## config.mk

```make
export PLATFORM = sky130hd
export DESIGN_NAME = velocity_digit_converter
export DESIGN_NICKNAME = d
export VERILOG_FILES = /design/src/rtl/velocity_digit_converter.sv
export SDC_FILE = /design/constraint.sdc
export NUM_CORES = 1
export LEC_CHECK = 0
export CAP_MARGIN = 20
export CORE_AREA = 2 2 126 128
export DETAILED_ROUTE_END_ITERATION = 16
export DIE_AREA = 0 0 128 130
export HOLD_SLACK_MARGIN = 0.15
export PLACE_DENSITY_LB_ADDON = 0.08
export SLEW_MARGIN = 15
export SYNTH_ARGS = -nofsm -noshare
export SYNTH_HDL_FRONTEND = slang
export SYNTH_SLANG_ARGS = --single-unit
```

## constraint.sdc

```tcl
create_clock -name i_clk -period 13.75 [get_ports i_clk]
set_input_delay 2.75 -clock i_clk [delete_from_list [all_inputs] [get_ports i_clk]]
set_output_delay 2.75 -clock i_clk [all_outputs]
set_load 0.01 [all_outputs]
```

## src/rtl/velocity_digit_converter.sv

```systemverilog
//==============================================================================
// Module      : velocity_digit_converter
// Description : Converts a Q4.6 (x,y) velocity sample into a scaled speed
//               magnitude and three BCD display digits via serial double-dabble.
//               Optional macro VELOCITY_DIGIT_LEADING_ZERO_BLANK_EN blanks
//               leading zero digits (code 4'hF).
// Revision    : 1.0 - initial release
//==============================================================================
`default_nettype none

module velocity_digit_converter #(
    parameter int SPEED_SHIFT = 2,
    parameter int SPEED_W     = 8
) (
    input  logic               i_clk,
    input  logic               i_rst,
    input  logic               i_start,
    input  logic [9:0]         i_vel_x,
    input  logic [9:0]         i_vel_y,
    output logic               o_busy,
    output logic               o_valid,
    output logic [SPEED_W-1:0] o_speed,
    output logic [3:0]         o_digit_hundred,
    output logic [3:0]         o_digit_ten,
    output logic [3:0]         o_digit_one
);

    localparam int         C_VEL_W = 10;
    localparam int         C_MAG_W = C_VEL_W + 1;
    localparam int         C_CNT_W = $clog2(SPEED_W + 1);
    localparam logic [3:0] C_BLANK = 4'hF;

`ifdef VELOCITY_DIGIT_LEADING_ZERO_BLANK_EN
    localparam logic [3:0] C_RST_HUNDRED = C_BLANK;
    localparam logic [3:0] C_RST_TEN     = C_BLANK;
`else
    localparam logic [3:0] C_RST_HUNDRED = 4'd0;
    localparam logic [3:0] C_RST_TEN     = 4'd0;
`endif

    typedef enum logic [1:0] {
        IDLE = 2'd0,
        MAG  = 2'd1,
        CONV = 2'd2,
        DONE = 2'd3
    } state_t;

    state_t               r_state;
    logic                 r_busy;
    logic                 r_valid;
    logic [C_VEL_W-1:0]   r_vx;
    logic [C_VEL_W-1:0]   r_vy;
    logic [SPEED_W-1:0]   r_speed;
    logic [SPEED_W-1:0]   r_shift;
    logic [11:0]          r_bcd;
    logic [C_CNT_W-1:0]   r_cnt;
    logic [3:0]           r_dig_hundred;
    logic [3:0]           r_dig_ten;
    logic [3:0]           r_dig_one;

    logic [C_VEL_W-1:0]   w_ax;
    logic [C_VEL_W-1:0]   w_ay;
    logic [C_VEL_W-1:0]   w_max;
    logic [C_VEL_W-1:0]   w_min;
    logic [C_MAG_W-1:0]   w_mag;
    logic [C_MAG_W-1:0]   w_speed_full;
    logic [SPEED_W-1:0]   w_speed;
    logic [3:0]           w_one_adj;
    logic [3:0]           w_ten_adj;
    logic [2:0]           w_hun_adj;
    logic [11:0]          w_bcd_next;
    logic [3:0]           w_dig_hundred;
    logic [3:0]           w_dig_ten;
    logic [3:0]           w_dig_one;
    logic                 w_last;

    // Two's-complement negation keeps |-512| = 512 when read as unsigned.
    assign w_ax         = r_vx[C_VEL_W-1] ? (~r_vx + 1'b1) : r_vx;
    assign w_ay         = r_vy[C_VEL_W-1] ? (~r_vy + 1'b1) : r_vy;
    assign w_max        = (w_ax >= w_ay) ? w_ax : w_ay;
    assign w_min        = (w_ax >= w_ay) ? w_ay : w_ax;
    assign w_mag        = {1'b0, w_max} + C_MAG_W'(w_min >> 1);
    assign w_speed_full = w_mag >> SPEED_SHIFT;

    generate
        if (SPEED_W >= C_MAG_W) begin : g_no_sat
            assign w_speed = SPEED_W'(w_speed_full);
        end else begin : g_sat
            assign w_speed = (|w_speed_full[C_MAG_W-1:SPEED_W]) ? {SPEED_W{1'b1}}
                                                                : w_speed_full[SPEED_W-1:0];
        end
    endgenerate

    // Only the low three bits of the hundreds nibble survive the shift.
    assign w_one_adj  = (r_bcd[3:0]  >= 4'd5) ? (r_bcd[3:0]  + 4'd3) : r_bcd[3:0];
    assign w_ten_adj  = (r_bcd[7:4]  >= 4'd5) ? (r_bcd[7:4]  + 4'd3) : r_bcd[7:4];
    assign w_hun_adj  = (r_bcd[11:8] >= 4'd5) ? 3'(r_bcd[11:8] + 4'd3) : r_bcd[10:8];
    assign w_bcd_next = {w_hun_adj, w_ten_adj, w_one_adj, r_shift[SPEED_W-1]};
    assign w_last     = (r_cnt == C_CNT_W'(SPEED_W - 1));

    assign w_dig_one  = w_bcd_next[3:0];
`ifdef VELOCITY_DIGIT_LEADING_ZERO_BLANK_EN
    assign w_dig_hundred = (w_bcd_next[11:8] == 4'd0) ? C_BLANK : w_bcd_next[11:8];
    assign w_dig_ten     = ((w_bcd_next[11:8] == 4'd0) && (w_bcd_next[7:4] == 4'd0))
                           ? C_BLANK : w_bcd_next[7:4];
`else
    assign w_dig_hundred = w_bcd_next[11:8];
    assign w_dig_ten     = w_bcd_next[7:4];
`endif

    always_ff @(posedge i_clk) begin
        if (i_rst) begin
            r_state       <= IDLE;
            r_busy        <= 1'b0;
            r_valid       <= 1'b0;
            r_vx          <= '0;
            r_vy          <= '0;
            r_speed       <= '0;
            r_shift       <= '0;
            r_bcd         <= '0;
            r_cnt         <= '0;
            r_dig_hundred <= C_RST_HUNDRED;
            r_dig_ten     <= C_RST_TEN;
            r_dig_one     <= 4'd0;
        end else begin
            r_valid <= 1'b0;
            case (r_state)
                IDLE: begin
                    if (i_start) begin
                        r_vx    <= i_vel_x;
                        r_vy    <= i_vel_y;
                        r_busy  <= 1'b1;
                        r_state <= MAG;
                    end
                end
                MAG: begin
                    r_speed <= w_speed;
                    r_shift <= w_speed;
                    r_bcd   <= '0;
                    r_cnt   <= '0;
                    r_state <= CONV;
                end
                CONV: begin
                    r_bcd   <= w_bcd_next;
                    r_shift <= r_shift << 1;
                    r_cnt   <= r_cnt + 1'b1;
                    if (w_last) begin
                        r_dig_hundred <= w_dig_hundred;
                        r_dig_ten     <= w_dig_ten;
                        r_dig_one     <= w_dig_one;
                        r_valid       <= 1'b1;
                        r_state       <= DONE;
                    end
                end
                DONE: begin
                    r_busy  <= 1'b0;
                    r_state <= IDLE;
                end
                default: begin
                    r_busy  <= 1'b0;
                    r_state <= IDLE;
                end
            endcase
        end
    end

    assign o_busy          = r_busy;
    assign o_valid         = r_valid;
    assign o_speed         = r_speed;
    assign o_digit_hundred = r_dig_hundred;
    assign o_digit_ten     = r_dig_ten;
    assign o_digit_one     = r_dig_one;

endmodule

`default_nettype wire

```

==> flow_metrics.env <==
export IMPL_status="completed"
export IMPL_slew_viol_final=0
export IMPL_drive_gt1_share_pct=8.624
export IMPL_area_growth_pct=17.77
export IMPL_grt_overflow=0
export IMPL_placed_cell_area_sq_um=4989
export IMPL_gp_congestion=0.8042
export IMPL_reg2reg_from="r_vx[0]"
export IMPL_critPathKind="reg -> reg"
export IMPL_start_kind="register"
export IMPL_wl_um=11760
export IMPL_skew_ns=0.005453
export IMPL_slew_headroom_pct=37.61
export IMPL_crit_required_ns=13.94
export IMPL_setup_slack_ns=7.907
export IMPL_ys_warnings_count=0
export IMPL_cts_setup_buffers=0
export IMPL_postRouteAntennaNets=0
export IMPL_drc=0
export IMPL_final_cell_mix="nand2_1, dfxtp_1, a21oi_1"
export IMPL_cts_hold_buffers=0
export IMPL_async_flop_share_pct=0
export IMPL_worst_ep_arrival_time_ns=6.04
export IMPL_wl_per_cell_um=14.79
export IMPL_hold_viol=0
export IMPL_cts_root_buf="clkbuf_16"
export IMPL_antennaDiodeCount=0
export IMPL_maxCapViolCount=0
export IMPL_grt_max_degree=72
export IMPL_endpoint_kind="register"
export IMPL_post_place_ws_ns=7.951
export IMPL_cts_clk_slew_worst_paths_ns=0.06
export IMPL_fin_crit_ns=5.843
export IMPL_grt_pass1_vias=3788
export IMPL_start_util_pct=28.98
export IMPL_dieWidth_um=128
export IMPL_startpoint="r_vx[0]"
export IMPL_synthCells=569
export IMPL_syn_area_sq_um=4471
export IMPL_via_per_inst=5.029
export IMPL_peakVddDrop_v=0.0001138
export IMPL_antenna_found_initial=0
export IMPL_fp_dieArea_sq_um=16640
export IMPL_crit_end="o_speed[3]"
export IMPL_core_area_sq_um=15420
export IMPL_rr_endpoint="o_speed[3]"
export IMPL_die_h_um=130
export IMPL_ctsResizeCount=0
export IMPL_ys_types=68
export IMPL_power_leakage_nw=2.073
export IMPL_track_usage_pct=14.98
export IMPL_grt_pass1_wl_um=19620
export IMPL_grt_setup_unrepaired="false"
export IMPL_cts_sinks=68
export IMPL_period_share_pct=42.50
export IMPL_h_tree_depth=3
export IMPL_p_per_area_nw_per_um2=262.3
export IMPL_first_pass_iters=4
export IMPL_max_freq_ghz=0.1711
export IMPL_drt_initial_drc_count=194
export IMPL_fin_area_sq_um=5265
export IMPL_fillCellCount=1644
export IMPL_synth_edf_count=0
export IMPL_syn_num_nets=621
export IMPL_syn_area_per_cell_sq_um=7.857
export IMPL_dr_total_vias=3998
export IMPL_tns_ns=0
export IMPL_final_nets=650
export IMPL_r2r_setup_slack_ns=7.91
export IMPL_clk_path_buf_depth=2
export IMPL_synth_sequential_area_ratio_pct=30.45
export IMPL_cts_tree="built"
export IMPL_worstMarginPinSlew_ns=0.9324
export IMPL_io_buffers=44
export IMPL_ys_ff_latch=68
export IMPL_cts_buffers=9
export IMPL_ff2ff_path_depth=23
export IMPL_setup_viol=0
export IMPL_synth_top_flop_cell="dfxtp_1"
export IMPL_rows=46
export IMPL_worstPathMaxFanout=20
export IMPL_hold_path_class="reg -> reg"
export IMPL_final_common_cell="nand2_1"
export IMPL_final_core_util_pct=34.13
export IMPL_place_hpwl_um=8590
export IMPL_clock_latency_ns=0.34
export IMPL_io_pins=45
cells by family after synthesis:
family | Yosys count | synth area share, %
AND/OR/NAND/NOR | 220 | 23.23
AO/OA/AOI/OAI | 157 | 24.55
flip-flops | 68 | 30.45
buffers and inverters | 64 | 7.137
adder cells (fa/ha/maj) | 29 | 8.116
XOR/XNOR | 19 | 3.722
multiplexers | 12 | 2.799
flip-flops by register name, summed over array words and instances, names as in the netlist:
name,count
r_cnt,4
o_busy,1
r_bcd,12
r_vx,10
o_speed,8
o_digit_ten,4
o_valid,1
r_vy,10
r_shift,8
o_digit_one,4
o_digit_hundred,4
r_state,2
power by group:
group          internal, mW  leakage, nW  switching, mW  total (mW)
Clock                 0.123        0.132         0.0973       0.220
Combinational         0.367         1.39          0.535       0.902
Sequential            0.230        0.554         0.0291       0.259
Total                 0.720         2.07          0.661        1.38
synth_stat cells, types with 7 or more instances:
cell	number	area, sq um
nand2_1	85	319.1
a21oi_1	67	335.3
mux2i_1	10	100.1
nand3_1	9	45.04
dfxtp_1	68	1361
ha_1	29	362.9
xor2_1	9	78.83
nor2b_1	7	43.79
a211oi_1	13	97.59
xnor2_1	10	87.58
o21ai_0	21	105.1
nor2_1	63	236.5
clkbuf_1	20	75.07
inv_1	35	131.4
nand2b_1	14	87.58
nor3_1	8	40.04
cell type report:
cell class | instances | area [sq um] | share of cell area [%]
Clock buffer | 9 | 225.2 | 4.278
Inverter | 35 | 131.4 | 2.495
Multi-Input combinational cell | 437 | 2798 | 53.14
Tap cell | 192 | 240.2 | 4.563
Clock inverter | 7 | 51.30 | 0.9743
Sequential cell | 68 | 1361 | 25.86
Timing Repair Buffer | 47 | 457.9 | 8.698
how the worst min path moves through the flow:
stage,start,to,slack [ns],cells after the start
2_1_floorplan,r_shift[7],o_digit_one[0],0.45,2
3_3_place_gp,o_digit_hundred[1],o_digit_hundred[1],0.45,2
3_5_place_dp,o_digit_ten[2],o_digit_ten[2],0.45,2
4_1_cts,o_digit_ten[1],o_digit_ten[1],0.46,2
5_1_grt,o_digit_ten[1],o_digit_ten[1],0.48,2
6_report,o_digit_hundred[1],o_digit_hundred[1],0.46,2
metrics by stage:
stage	power, mW	hold slack, ns	cells
floorplan	0.9784	0.4459	569
global placement	1.165	0.4484	779
detailed placement	1.165	0.4457	779
CTS	1.397	0.4607	795
global route	1.526	0.4823	795
finish	1.381	0.4580	795
per-layer routing:
layer  track usage [%]  wire length (um)
met2             23.66              5366
met4             6.529               152
met1             19.75              5791
met5                 0                 0
met3             3.321               449
critical path, stage by stage (launching register included):
cell and delay, ns:
dfxtp_1 0.36, inv_1 0.10, ha_1 0.17, or2b_2 0.35, o21ai_0 0.20, xor2_1 0.31, inv_1 0.11, ha_1 0.22
a21oi_1 0.16, or2b_2 0.31, a21oi_1 0.23, o41ai_2 0.16, a211oi_4 0.52, buf_4 0.36, nor2_1 0.08, a21oi_1 0.13
ha_1 0.29, a211oi_1 0.26, nand2_1 0.09, or2_2 0.31, a211oi_2 0.32, o21bai_1 0.20, a211oi_1 0.32, a211oi_1 0.11
Note: power is estimated with default switching activity, not from simulation.
